===== src/rtl/mips_ctrl_pkg.sv =====
// Shared constants for the MIPS control path: state encodings, opcodes, funct codes, ALU codes.
package mips_ctrl_pkg;

    localparam int unsigned STATE_W    = 4;
    localparam int unsigned OP_W       = 6;
    localparam int unsigned FUNCT_W    = 6;
    localparam int unsigned ALU_CODE_W = 4;

    // Controller states; the explicit values keep the encoding stable across tools.
    typedef enum logic [STATE_W-1:0] {
        S_RESET    = 4'd0,
        S_FETCH    = 4'd1,
        S_DECODE   = 4'd2,
        S_MEMADDR  = 4'd3,
        S_MEMRD    = 4'd4,
        S_MEMWB    = 4'd5,
        S_MEMWR    = 4'd6,
        S_RTYPE    = 4'd7,
        S_RTYPE_WB = 4'd8,
        S_BRANCH   = 4'd9,
        S_ADDI     = 4'd10,
        S_ADDI_WB  = 4'd11,
        S_JUMP     = 4'd12
    } state_t;

    localparam logic [OP_W-1:0] OP_RTYPE = 6'b000000;
    localparam logic [OP_W-1:0] OP_LW    = 6'b100011;
    localparam logic [OP_W-1:0] OP_SW    = 6'b101011;
    localparam logic [OP_W-1:0] OP_BEQ   = 6'b000100;
    localparam logic [OP_W-1:0] OP_BNE   = 6'b000101;
    localparam logic [OP_W-1:0] OP_ADDI  = 6'b001000;
    localparam logic [OP_W-1:0] OP_J     = 6'b000010;

    localparam logic [FUNCT_W-1:0] FN_ADD = 6'b100000;
    localparam logic [FUNCT_W-1:0] FN_SUB = 6'b100010;
    localparam logic [FUNCT_W-1:0] FN_AND = 6'b100100;
    localparam logic [FUNCT_W-1:0] FN_OR  = 6'b100101;
    localparam logic [FUNCT_W-1:0] FN_SLT = 6'b101010;

    localparam logic [ALU_CODE_W-1:0] ALU_AND = 4'b0000;
    localparam logic [ALU_CODE_W-1:0] ALU_OR  = 4'b0001;
    localparam logic [ALU_CODE_W-1:0] ALU_ADD = 4'b0010;
    localparam logic [ALU_CODE_W-1:0] ALU_SUB = 4'b0110;
    localparam logic [ALU_CODE_W-1:0] ALU_SLT = 4'b0111;

endpackage


===== src/rtl/mips_alu_decode.sv =====
// Combinational R-type Funct to ALU Control decode; also used by the single-cycle datapath.
module mips_alu_decode
    import mips_ctrl_pkg::*;
(
    input  logic [FUNCT_W-1:0]    funct,
    output logic [ALU_CODE_W-1:0] control_c,
    output logic                  valid_c
);

    // Unsupported funct codes fall back to ADD with valid_c low.
    always_comb begin
        control_c = ALU_ADD;
        valid_c   = 1'b1;
        case (funct)
            FN_ADD:  control_c = ALU_ADD;
            FN_SUB:  control_c = ALU_SUB;
            FN_AND:  control_c = ALU_AND;
            FN_OR:   control_c = ALU_OR;
            FN_SLT:  control_c = ALU_SLT;
            default: valid_c   = 1'b0;
        endcase
    end

endmodule


===== src/rtl/mips_multicycle_ctrl.sv =====
// Multi-cycle MIPS control unit: sequences fetch, decode, execute, memory and write-back.
module mips_multicycle_ctrl
    import mips_ctrl_pkg::*;
#(
    parameter logic [1:0]  RESET_VECTOR_SEL = 2'b00,
    parameter int unsigned ALU_W            = 4
) (
    input  logic             Clk,
    input  logic             Reset,
    input  logic [5:0]       OpCode,
    input  logic [5:0]       Funct,
    input  logic             Zero,
    input  logic             MemReady,
    output logic             MemRead,
    output logic             MemWrite,
    output logic             IorD,
    output logic             IRWrite,
    output logic             PCEnable,
    output logic [1:0]       PCSource,
    output logic             ALUSrcA,
    output logic [1:0]       ALUSrcB,
    output logic [ALU_W-1:0] Control,
    output logic             RegDst,
    output logic             MemtoReg,
    output logic             RegWrite,
    output logic             IllegalOp
);

    state_t                state;
    state_t                state_nxt;
    logic                  illegal_set_c;
    logic [ALU_CODE_W-1:0] alu_code;
    logic [ALU_CODE_W-1:0] funct_ctrl_c;
    logic                  funct_valid_c;

    mips_alu_decode u_alu_decode (
        .funct     (Funct),
        .control_c (funct_ctrl_c),
        .valid_c   (funct_valid_c)
    );

    // State register and sticky illegal-instruction flag.
    always_ff @(posedge Clk) begin
        if (Reset) begin
            state     <= S_RESET;
            IllegalOp <= 1'b0;
        end else begin
            state <= state_nxt;
            if (illegal_set_c) begin
                IllegalOp <= 1'b1;
            end
        end
    end

    // Next-state logic; memory states hold until MemReady.
    always_comb begin
        state_nxt     = state;
        illegal_set_c = 1'b0;
        case (state)
            S_RESET:    state_nxt = S_FETCH;
            S_FETCH:    if (MemReady) state_nxt = S_DECODE;
            S_DECODE: begin
                case (OpCode)
                    OP_RTYPE:      state_nxt = S_RTYPE;
                    OP_LW, OP_SW:  state_nxt = S_MEMADDR;
                    OP_BEQ, OP_BNE: state_nxt = S_BRANCH;
                    OP_ADDI:       state_nxt = S_ADDI;
                    OP_J:          state_nxt = S_JUMP;
                    default: begin
                        state_nxt     = S_FETCH;
                        illegal_set_c = 1'b1;
                    end
                endcase
            end
            S_MEMADDR:  state_nxt = (OpCode == OP_SW) ? S_MEMWR : S_MEMRD;
            S_MEMRD:    if (MemReady) state_nxt = S_MEMWB;
            S_MEMWB:    state_nxt = S_FETCH;
            S_MEMWR:    if (MemReady) state_nxt = S_FETCH;
            S_RTYPE: begin
                if (funct_valid_c) begin
                    state_nxt = S_RTYPE_WB;
                end else begin
                    state_nxt     = S_FETCH;
                    illegal_set_c = 1'b1;
                end
            end
            S_RTYPE_WB: state_nxt = S_FETCH;
            S_BRANCH:   state_nxt = S_FETCH;
            S_ADDI:     state_nxt = S_ADDI_WB;
            S_ADDI_WB:  state_nxt = S_FETCH;
            S_JUMP:     state_nxt = S_FETCH;
            default:    state_nxt = S_RESET;
        endcase
    end

    // Moore output decode; fetch completion strobes wait for MemReady, branch PC load follows Zero.
    always_comb begin
        MemRead  = 1'b0;
        MemWrite = 1'b0;
        IorD     = 1'b0;
        IRWrite  = 1'b0;
        PCEnable = 1'b0;
        PCSource = 2'b00;
        ALUSrcA  = 1'b0;
        ALUSrcB  = 2'b00;
        RegDst   = 1'b0;
        MemtoReg = 1'b0;
        RegWrite = 1'b0;
        alu_code = ALU_AND;
        case (state)
            S_RESET:    PCSource = RESET_VECTOR_SEL;
            S_FETCH: begin
                MemRead  = 1'b1;
                ALUSrcB  = 2'b01;
                alu_code = ALU_ADD;
                IRWrite  = MemReady;
                PCEnable = MemReady;
            end
            S_DECODE: begin
                ALUSrcB  = 2'b11;
                alu_code = ALU_ADD;
            end
            S_MEMADDR, S_ADDI: begin
                ALUSrcA  = 1'b1;
                ALUSrcB  = 2'b10;
                alu_code = ALU_ADD;
            end
            S_MEMRD: begin
                MemRead = 1'b1;
                IorD    = 1'b1;
            end
            S_MEMWB: begin
                RegWrite = 1'b1;
                MemtoReg = 1'b1;
            end
            S_MEMWR: begin
                MemWrite = 1'b1;
                IorD     = 1'b1;
            end
            S_RTYPE: begin
                ALUSrcA  = 1'b1;
                alu_code = funct_ctrl_c;
            end
            S_RTYPE_WB: begin
                RegWrite = 1'b1;
                RegDst   = 1'b1;
            end
            S_BRANCH: begin
                ALUSrcA  = 1'b1;
                alu_code = ALU_SUB;
                PCSource = 2'b01;
                PCEnable = (OpCode == OP_BNE) ? ~Zero : Zero;
            end
            S_ADDI_WB:  RegWrite = 1'b1;
            S_JUMP: begin
                PCSource = 2'b10;
                PCEnable = 1'b1;
            end
            default: ;
        endcase
        // An instruction interrupted by Reset must not commit anything in that cycle.
        if (Reset) begin
            MemRead  = 1'b0;
            MemWrite = 1'b0;
            IRWrite  = 1'b0;
            PCEnable = 1'b0;
            RegWrite = 1'b0;
        end
        Control = ALU_W'(alu_code);
    end

endmodule


===== config.mk =====
export PLATFORM = sky130hd
export DESIGN_NAME = mips_multicycle_ctrl
export DESIGN_NICKNAME = d
export VERILOG_FILES = /design/src/rtl/mips_ctrl_pkg.sv /design/src/rtl/mips_alu_decode.sv /design/src/rtl/mips_multicycle_ctrl.sv
export SDC_FILE = /design/constraint.sdc
export NUM_CORES = 1
export LEC_CHECK = 0
export ABC_AREA = 1
export ABC_CLOCK_PERIOD_IN_PS = 2150
export CORE_MARGIN = 10
export CORE_UTILIZATION = 40
export CTS_BUF_LIST = sky130_fd_sc_hd__clkbuf_4 sky130_fd_sc_hd__clkbuf_8 sky130_fd_sc_hd__clkbuf_16
export DETAILED_ROUTE_END_ITERATION = 7
export DONT_BUFFER_PORTS = 1
export PLACE_DENSITY = 0.64
export SLEW_MARGIN = 5
export SYNTH_ARGS = -nofsm -noshare
export SYNTH_HDL_FRONTEND = slang
export SYNTH_SLANG_ARGS = --single-unit

===== constraint.sdc =====
create_clock -name Clk -period 2.15 [get_ports Clk]
set_input_delay 0.215 -clock Clk [delete_from_list [all_inputs] [get_ports Clk]]
set_output_delay 0.215 -clock Clk [all_outputs]
set_load 0.005 [all_outputs]

Word-level counts from Yosys, hierarchy flattened

Index checks and enable logic that the tools add are counted.

Word-level logic and storage cells: 73
Flip-flop bits (word level): 5

Reductions and logical operators: 14
Equal/unequal tests: 26
Muxes and demuxes: 30
Bitwise operators: 1

Operators by type and width:

| operator                                            | number |
|---|---|
| equality test 6 bit, second input constant          | 7 |
| case mux 4 bit (8 select lines)                     | 1 |
| equality test 4 bit, second input constant          | 5 |
| case mux 4 bit (5 select lines)                     | 1 |
| 2-to-1 mux 1 bit                                    | 17 |
| equality test 4 x 3 -> 1 bit, second input constant | 4 |
| 2-to-1 mux 4 bit                                    | 4 |
| equality test 6 x 3 -> 1 bit, second input constant | 2 |
| case mux 3 bit (4 select lines)                     | 1 |
| case mux 4 bit (3 select lines)                     | 1 |
| OR reduction 2 bit                                  | 5 |
| equality test 4 x 2 -> 1 bit, second input constant | 2 |
| OR reduction 4 bit                                  | 2 |
| OR reduction 7 bit                                  | 1 |
| equality test 6 x 2 -> 1 bit, second input constant | 1 |
| equality test 6 x 4 -> 1 bit, second input constant | 1 |
| zero test 6 bit                                     | 1 |
| != test 2 bit, second input constant                | 3 |
| case mux 2 bit (3 select lines)                     | 1 |
| OR reduction 6 bit                                  | 1 |
| OR reduction 5 bit                                  | 1 |
| equality test 4 x 1 -> 1 bit, second input constant | 1 |
| zero test 4 bit                                     | 1 |
| case mux 2 bit (2 select lines)                     | 1 |
| 6 further kinds                                     | 6 |

Logic depth before layout (Yosys ltp)

Gate-level depths: netlist (run 1).

Word-level depth: 5
Gate-level depth with buffers: 9
Depth with buffers taken out: 9

Cells and area by module

From an unflattened synthesis (run 1), not the netlist that was laid out.

Cells, all modules: 148
Area total of the unflattened synthesis: 755.7 um^2

By module, submodules not included:

| module               | instances | cells each | area an instance (um^2) |
|---|---|---|---|
| mips_multicycle_ctrl | 1         | 118        | 625.6 |
| mips_alu_decode      | 1         | 30         | 130.1 |

Worst setup path before layout (run 1)

No wires, ideal clock.

Kind: flip-flop to output port
Start point: register state[2]
End point: output PCEnable
Data required time: 1.935 ns
Slack: 0.914 ns
Data arrival time: 1.021 ns
Cell stages (with the launch flop): 8
Cells stage by stage: dfxtp_1 > nor2_2 > nand2_2 > inv_2 > nand2_1 > nand2_1 > inv_1 > a21oi_1

Cells in the longest elaborated chain, start to end: 3
Elaborated cells on any way between the ends: 5
Classes of those cells: eq/ne (3); mux (2)

RTL lines:

| what                                                                       | RTL line                    | RTL |
|---|---|---|
| start, declared                                                            | mips_multicycle_ctrl.sv:29  | `state_t state;` |
| start signal, assigned                                                     | mips_multicycle_ctrl.sv:48  | `state <= state_nxt;` |
| equality test 4 bit / equality test 4 x 1 -> 1 bit (equally long branches) | mips_multicycle_ctrl.sv:110 | `case (state)` |
| case mux 1 bit (3 select lines) (*)                                        | mips_multicycle_ctrl.sv:110 |  |
| 2-to-1 mux 1 bit (*)                                                       | mips_multicycle_ctrl.sv:162 | `if (Reset) begin` |
| end, declared                                                              | mips_multicycle_ctrl.sv:18  | `output logic PCEnable,` |

Mark *: on every way between the ends. The rest lies on a longest branch, timed or not.

Final worst setup path (run 1)

Start point: register state[0]
End point: output PCEnable

The elaborated chain is that of the path after synthesis.

==> summary.md, run 1 <==
| Metric | Value |
|---|---|
| Max Cap Violations | 0 |
| HP Class | primary input to register |
| Crit path from | state[0] |
| Top Metal Used | met3 |
| Starting Density | 0.415 |
| Clock Skew | ~0.0039 ns |
| Main area contributors after synthesis | nand2_1, dfxtp_1, inv_1 |
| Post-Syn Area per Cell | 5.17 um^2 |
| M1 WL | approximately 770 um |
| Routed Wire Length | 1990 um |
| Status | finished, final reports clean |
| Total die area | 0.00385 mm^2 |
| Yosys reg bits | 5 |
| RSZ-0062 raised after global routing | false |
| Via density per instance | 4.96 |
| Switching part of the total | 0.441 |
| Clock Path Buffers | 2 |
| Clock sinks | 5 |
| Sequential share of power | 0.270 |
| Post-cts resize count | 0 |
| Yosys cell types | 24 |
| CP delay by family, top | simple AND/OR/NAND/NOR gates |
| Die W | 62.1 um |
| Max stage delay on crit path | around 0.37 ns |
| CTS buffer count | 3 |
| CP Capture Type | output pin |
| Core Box Area | 0.00171 mm^2 |
| Async SR Flop Fraction | 0 |
| Peak supply drop | a little under 0.0003 V |
| Most frequent cell after synthesis | nand2_1 |
| Combinational cell fraction of total power | 0.478 |
| Critical path's slowest cell | dfxtp_1 |
| NetSw | between 200 and 250 uW |
| Row cnt | 15 |
| Area of the multi-input gates | around 490 um^2 |
| Wire length on met3 | around 230 um |
| Vias | 814 |
| Pin count of the biggest net entering global routing | 11 |
| Max Clock Freq | about 610 MHz |
| Worst setup path category | register to output pin |
| Cell-internal power | between 200 and 300 uW |
| DRC viols | 0 |
| Cts hold-fix bufs | 0 |
| Most frequent cells after synthesis | nand2_1, inv_1, nor2_1 |
| PD cells | approximately 620 mW/mm^2 |
| Worst setup SP type | register |
| Largest fanout on the critical path | 4 |
| Synth Flop Type | dfxtp_1 |
| Clk_lat worst skew | 0.23 ns |
| Die Span Y | slightly above 60 um |
| Register area | roughly 100 um^2 |
| Sequential area share after synthesis | 0.141 |
| Max Slew Vio Count | 0 |
| Vias in the first global route | approximately 720 |
| Area grow syn2layout | 6.54% |
| H-tree depth | 1 |
| Total Routing Usage GR | 0.0995 |
| Post-route antenna net violation count | 0 |
| Synthesized cell area | between 700 and 800 um^2 |
| Port bufs | 0 |
| CP bufs+invs | 2 |
| Final Hold Fails | 0 |
| WL met2 | 984 um |
| Syn_nets | 153 |
| Setup TNS | 0 ns |
| Mapped Cells | 137 |
| Drt wl/cell | 12.1 um |
| Ports | 34 |
| DRT iter0 DRCs | a little over 40 |
| Largest area contributor in the netlist | nand2_1 |
| Total congestion overflow | 0 |
| Final Cycle Share | 0.760 |
| Synth warn | 0 |
| First-pass GRT wire length | 2990 um |
| Hpwl dp | 1770 um |
| Hold Startpoint | Reset |
| Post-synth EDFFs | 0 |
| CTS tree | done |
| Clock root cell | clkbuf_4 |
| Yosys top cell area share | 0.164 |
| Worst path cell trace | inv_2, nor2_1, inv_1, nor2_2, nand3_1, a21oi_1 |
| Proportion of layout cells with a drive suffix above 1 | 0.122 |
| FILL cells | 197 |
| Worst r2r src | state[2] |
| Setup bufs post-CTS | 0 |
| Clk slew on worst S/H paths | approximately 0.04 ns |
| Critical path required time | between 1.5 and 2 ns |
| ANT cells | 0 |
| Hold slack | 0.0424 ns |
| Leakage Power | 0.000407 uW |
| Worst EP arrival | roughly 1.4 ns |
| DR pass1 iterations | 4 |
| Final setup vio count | 0 |
| Nets | between 150 and 200 |
| Clock Power Share | 0.252 |
| RD Place Congestion | between 0.8 and 0.9 |
| Initial antenna violation count | 0 |
| Min Clock Period, post-route | approximately 1.6 ns |
## layer usage
metal  track usage  up-vias
met4        0.0287        0
met1        0.0990      355
li1              -      435
met5             0        -
met3        0.0366        0
met2         0.187       24
## final cells by class
cell class / count / share of cell area
multi-input combinational: 102 / 0.647
inverter: 28 / 0.139
sequential: 5 / 0.133
tap: 25 / 0.0415
clock buffer: 4 / 0.0398
## through the flow
stage                     worst slack [ns]   util  power, uW  cells  area, um^2
after global routing                 0.382  0.442        511    164         754
after detailed placement             0.726  0.424        350    160         724
after CTS                            0.476  0.442        470    164         754
final                                0.516  0.442        466    164         754
after global placement               0.756  0.424        350    160         724
after floorplan                      0.914      -        309    137         708
## cell families after synthesis
| group | after synthesis | synth area share |
|---|---|---|
| buffers and inverters | 30 | 0.170 |
| DFF | 5 | 0.141 |
| and+or+nand+nor | 84 | 0.541 |
| AOI/OAI and AO/OA | 17 | 0.143 |
| other | 1 | 0.00530 |
## worst paths after layout
path               endpoint  slack, ns  depth (start not counted)
setup / recovery   PCEnable       0.52                          6
hold / removal     state[0]       0.04                          1
setup reg to reg   state[0]       0.82                          7
hold reg to reg   IllegalOp       0.61                          4
## registers in the layout, summed over array words and instances (netlist names)
register and count:
state 4, IllegalOp 1
## layout by cell type (no fill, tap or decap)
cell	n
nor2_2	3
inv_1	25
o21ai_1	1
nand2_4	1
clkbuf_4	4
nand2_2	1
o21ai_0	2
a21oi_1	7
dfxtp_1	5
inv_2	3
or2_2	1
o22ai_1	2
a31oi_1	1
o21ai_2	1
a21oi_2	1
nor2_1	23
conb_1	1
nand3_1	16
o21a_1	1
o21bai_1	1
nand2_1	31
nand4_1	4
nor3_1	2
nor2_4	2
## power by group through the flow
stage | Clock, uW | Sequential, uW | Combinational [uW]
6_report | 117 | 126 | 222
5_1_grt | 130 | 127 | 254
4_1_cts | 121 | 126 | 223
3_5_place_dp | 0 | 127 | 223
3_3_place_gp | 0 | 126 | 224
2_1_floorplan | 0 | 123 | 185
Note: power is estimated with default switching activity, not from simulation.
==> inputs of run 2 (changes only) <==
Settings changed: ABC_CLOCK_PERIOD_IN_PS 2150 to 1310, PLACE_DENSITY 0.64 to 0.66.
Clock period 2.15 ns to 1.31 ns, I/O delays scaled along.
==> run 2 against run 1 <==
  * The flow now finishes with violations (negative setup slack)
  * Core utilization increased by 19 points
  * Worst hold slack improved by 0.074 ns
  * Global-route usage increased by 2.1 points
  * Setup slack got worse by 0.69 ns
  * Combinational power increased to 3.0 times the previous value
  * Die area unchanged
  * Critical endpoint unchanged
  * Highest routed layer is now met4
==> summary.md, run 2 (synthesized netlist as in run 1, its figures left out) <==
| Metric | Value |
|---|---|
| Status | complete, but fails checks (was finished, final reports clean) |
| Failing checks | negative setup slack |
| Vias in the first global route | 890 (was 724) |
| Worst path cell trace | inv_4, nor2_4, nand2_4, inv_4, nand2_4, nand2_2, inv_2, a21oi_2 (was inv_2, nor2_1, inv_1, nor2_2, nand3_1, a21oi_1) |
| Starting Density | 0.415 (unchanged) |
| Via density per instance | 5.44 (was 4.96) |
| Most common cell after layout, fill and taps aside | nand2_1 (unchanged) |
| Clock Skew | 0.00893 ns (was 0.00389 ns) |
| Routed Wire Length | 2830 um (was 1990 um) |
| Ports | 34 (unchanged) |
| Hpwl dp | 1760 um (was 1770 um) |
| CP bufs+invs | 3 (was 2) |
| Clock root cell | clkbuf_4 (unchanged) |
| Fin util | 0.628 (was 0.442) |
| DR pass1 iterations | 4 (unchanged) |
| Row cnt | 15 (unchanged) |
| Post-route antenna net violation count | 0 (unchanged) |
| Total Routing Usage GR | 0.121 (was 0.0995) |
| CTS tree | done (unchanged) |
| Total congestion overflow | 0 (unchanged) |
| RD Place Congestion | 0.817 (was 0.870) |
| PD cells | 1020 mW/mm^2 (was 617 mW/mm^2) |
| Max stage delay on crit path | 0.37 ns (about the same) |
| HP Class | primary input to register (unchanged) |
| Peak supply drop | 0.000612 V (was 0.000294 V) |
| Final Cycle Share | 1.13 |
| Setup TNS | -0.860 ns (was 0 ns) |
| H-tree depth | 1 (unchanged) |
| First-pass GRT wire length | 3550 um (was 2990 um) |
| FILL cells | 151 (was 197) |
| Min Clock Period, post-route | around 1.5 ns |
| Nets | 175 (was 156) |
| Initial antenna violation count | 0 (unchanged) |
| Die W | 62.1 um (unchanged) |
| Max Clock Freq | around 670 MHz |
| RSZ-0062 raised after global routing | true (was false) |
| Vias | 995 (was 814) |
| Drt wl/cell | 15.5 um (was 12.1 um) |
| Area of the multi-input gates | 611 um^2 (was 488 um^2) |
| DRT iter0 DRCs | 48 (was 41) |
| Worst setup path category | register to output pin (unchanged) |
| Area grow syn2layout | 51.4% (was 6.54%) |
| Register area | 113 um^2 (was 100 um^2) |
| Proportion of layout cells with a drive suffix above 1 | 0.405 (was 0.122) |
| Worst setup SP type | register (unchanged) |
| Pin count of the biggest net entering global routing | 7 (was 11) |
| Max Slew Vio Count | 0 (unchanged) |
| Leading registers by flop count | state (4), IllegalOp (1) (unchanged) |
| Die Span Y | 62.1 um (unchanged) |
| ANT cells | 0 (unchanged) |
| Most frequent cells in the layout | nand2_1, inv_1, nor2_1 (unchanged) |
| Final setup vio count | 12 (was 0) |
| Clk_lat worst skew | 0.26 ns (was 0.23 ns) |
| Clk slew on worst S/H paths | 0.05 ns (was 0.04 ns) |
| Overall Power | 1100 uW (was 466 uW) |
| Critical path's slowest cell | dfxtp_4 (was dfxtp_1) |
| Largest fanout on the critical path | 4 (unchanged) |
| Port bufs | 0 (unchanged) |
| Clock Path Buffers | 2 (unchanged) |
| Critical path required time | 1.18 ns (was 1.93 ns) |
| CP delay by family, top | flip-flops (was simple AND/OR/NAND/NOR gates) |
| Hold slack | 0.116 ns (was 0.0424 ns) |
| CTS buffer count | 3 (unchanged) |
| DRC viols | 0 (unchanged) |
| Number of flip-flops under the largest register name | 4 (unchanged) |
| Final setup margin | -0.175 ns (was 0.516 ns) |
| Leakage Power | 0.000538 uW (was 0.000407 uW) |
| Clock sinks | 5 (unchanged) |
| Top reg by flops | state (unchanged) |
| Core Box Area | 0.00171 mm^2 (unchanged) |
| Final Hold Fails | 0 (unchanged) |
| Max Cap Violations | 0 (unchanged) |
| CP Capture Type | output pin (unchanged) |
| Worst EP arrival | 1.35 ns (was 1.42 ns) |
| Total die area | 0.00385 mm^2 (unchanged) |
run 2: changes by cell type in the layout (fill, tap and decap cells not counted), moves of 3 or more:
cell and change:
buf_4 +13, nand2_1 -8, nor2_4 +5, buf_6 +4, dfxtp_1 -4, inv_1 -4
nand2_2 +4, nand2_4 +4, a21oi_1 -3, a21oi_2 +3, dfxtp_4 +3, nor2_1 -3
run 2: final timing paths:
check,cells after the start,to,slack [ns],from
min reg2reg,2,state[1],0.56,state[2]
max,8,PCEnable,-0.18,state[0]
min,3,state[0],0.12,MemReady
max reg2reg,9,state[0],-0.10,state[3]
run 2: layout make-up:
class,count,area share
Timing Repair Buffer,19,0.161
Tap cell,25,0.0292
Clock buffer,4,0.0280
Sequential cell,5,0.105
Inverter,28,0.107
Multi-Input combinational cell,102,0.569
run 2: what timing repair did:
item,CTS,global route
buffers inserted,8,7
endpoints found under the setup margin,12,16
resized for setup,22,28
hold endpoints to repair,5,0
pin swaps,8,13
hold buffers,1,0
run 2: tightest hold or removal path: stages:
cell     delay, ns
inv_1         0.06
nand2_1       0.09
a21oi_2       0.05
run 2: per-stage QoR:
stage                     cell area [um^2]  setup WS, ns  instances
after floorplan                        708         0.158        137
after global placement                 747       -0.0158        163
after detailed placement               747      -0.00938        163
after CTS                              926       -0.0655        176
after global routing                  1070        -0.244        183
final                                 1070        -0.175        183
run 2: report_power, final:
part | switching [uW] | total (uW) | internal (uW)
clock network | 78.2 | 215 | 137
registers | 38.8 | 222 | 183
logic | 389 | 662 | 273
run 2: layer usage:
layer  GRT usage  share of wire  up-vias
met4      0.0541          0.016        0
li1            -              -      473
met1       0.119           0.33      470
met5           0              0        -
met2       0.219           0.55       46
met3      0.0467           0.10        6
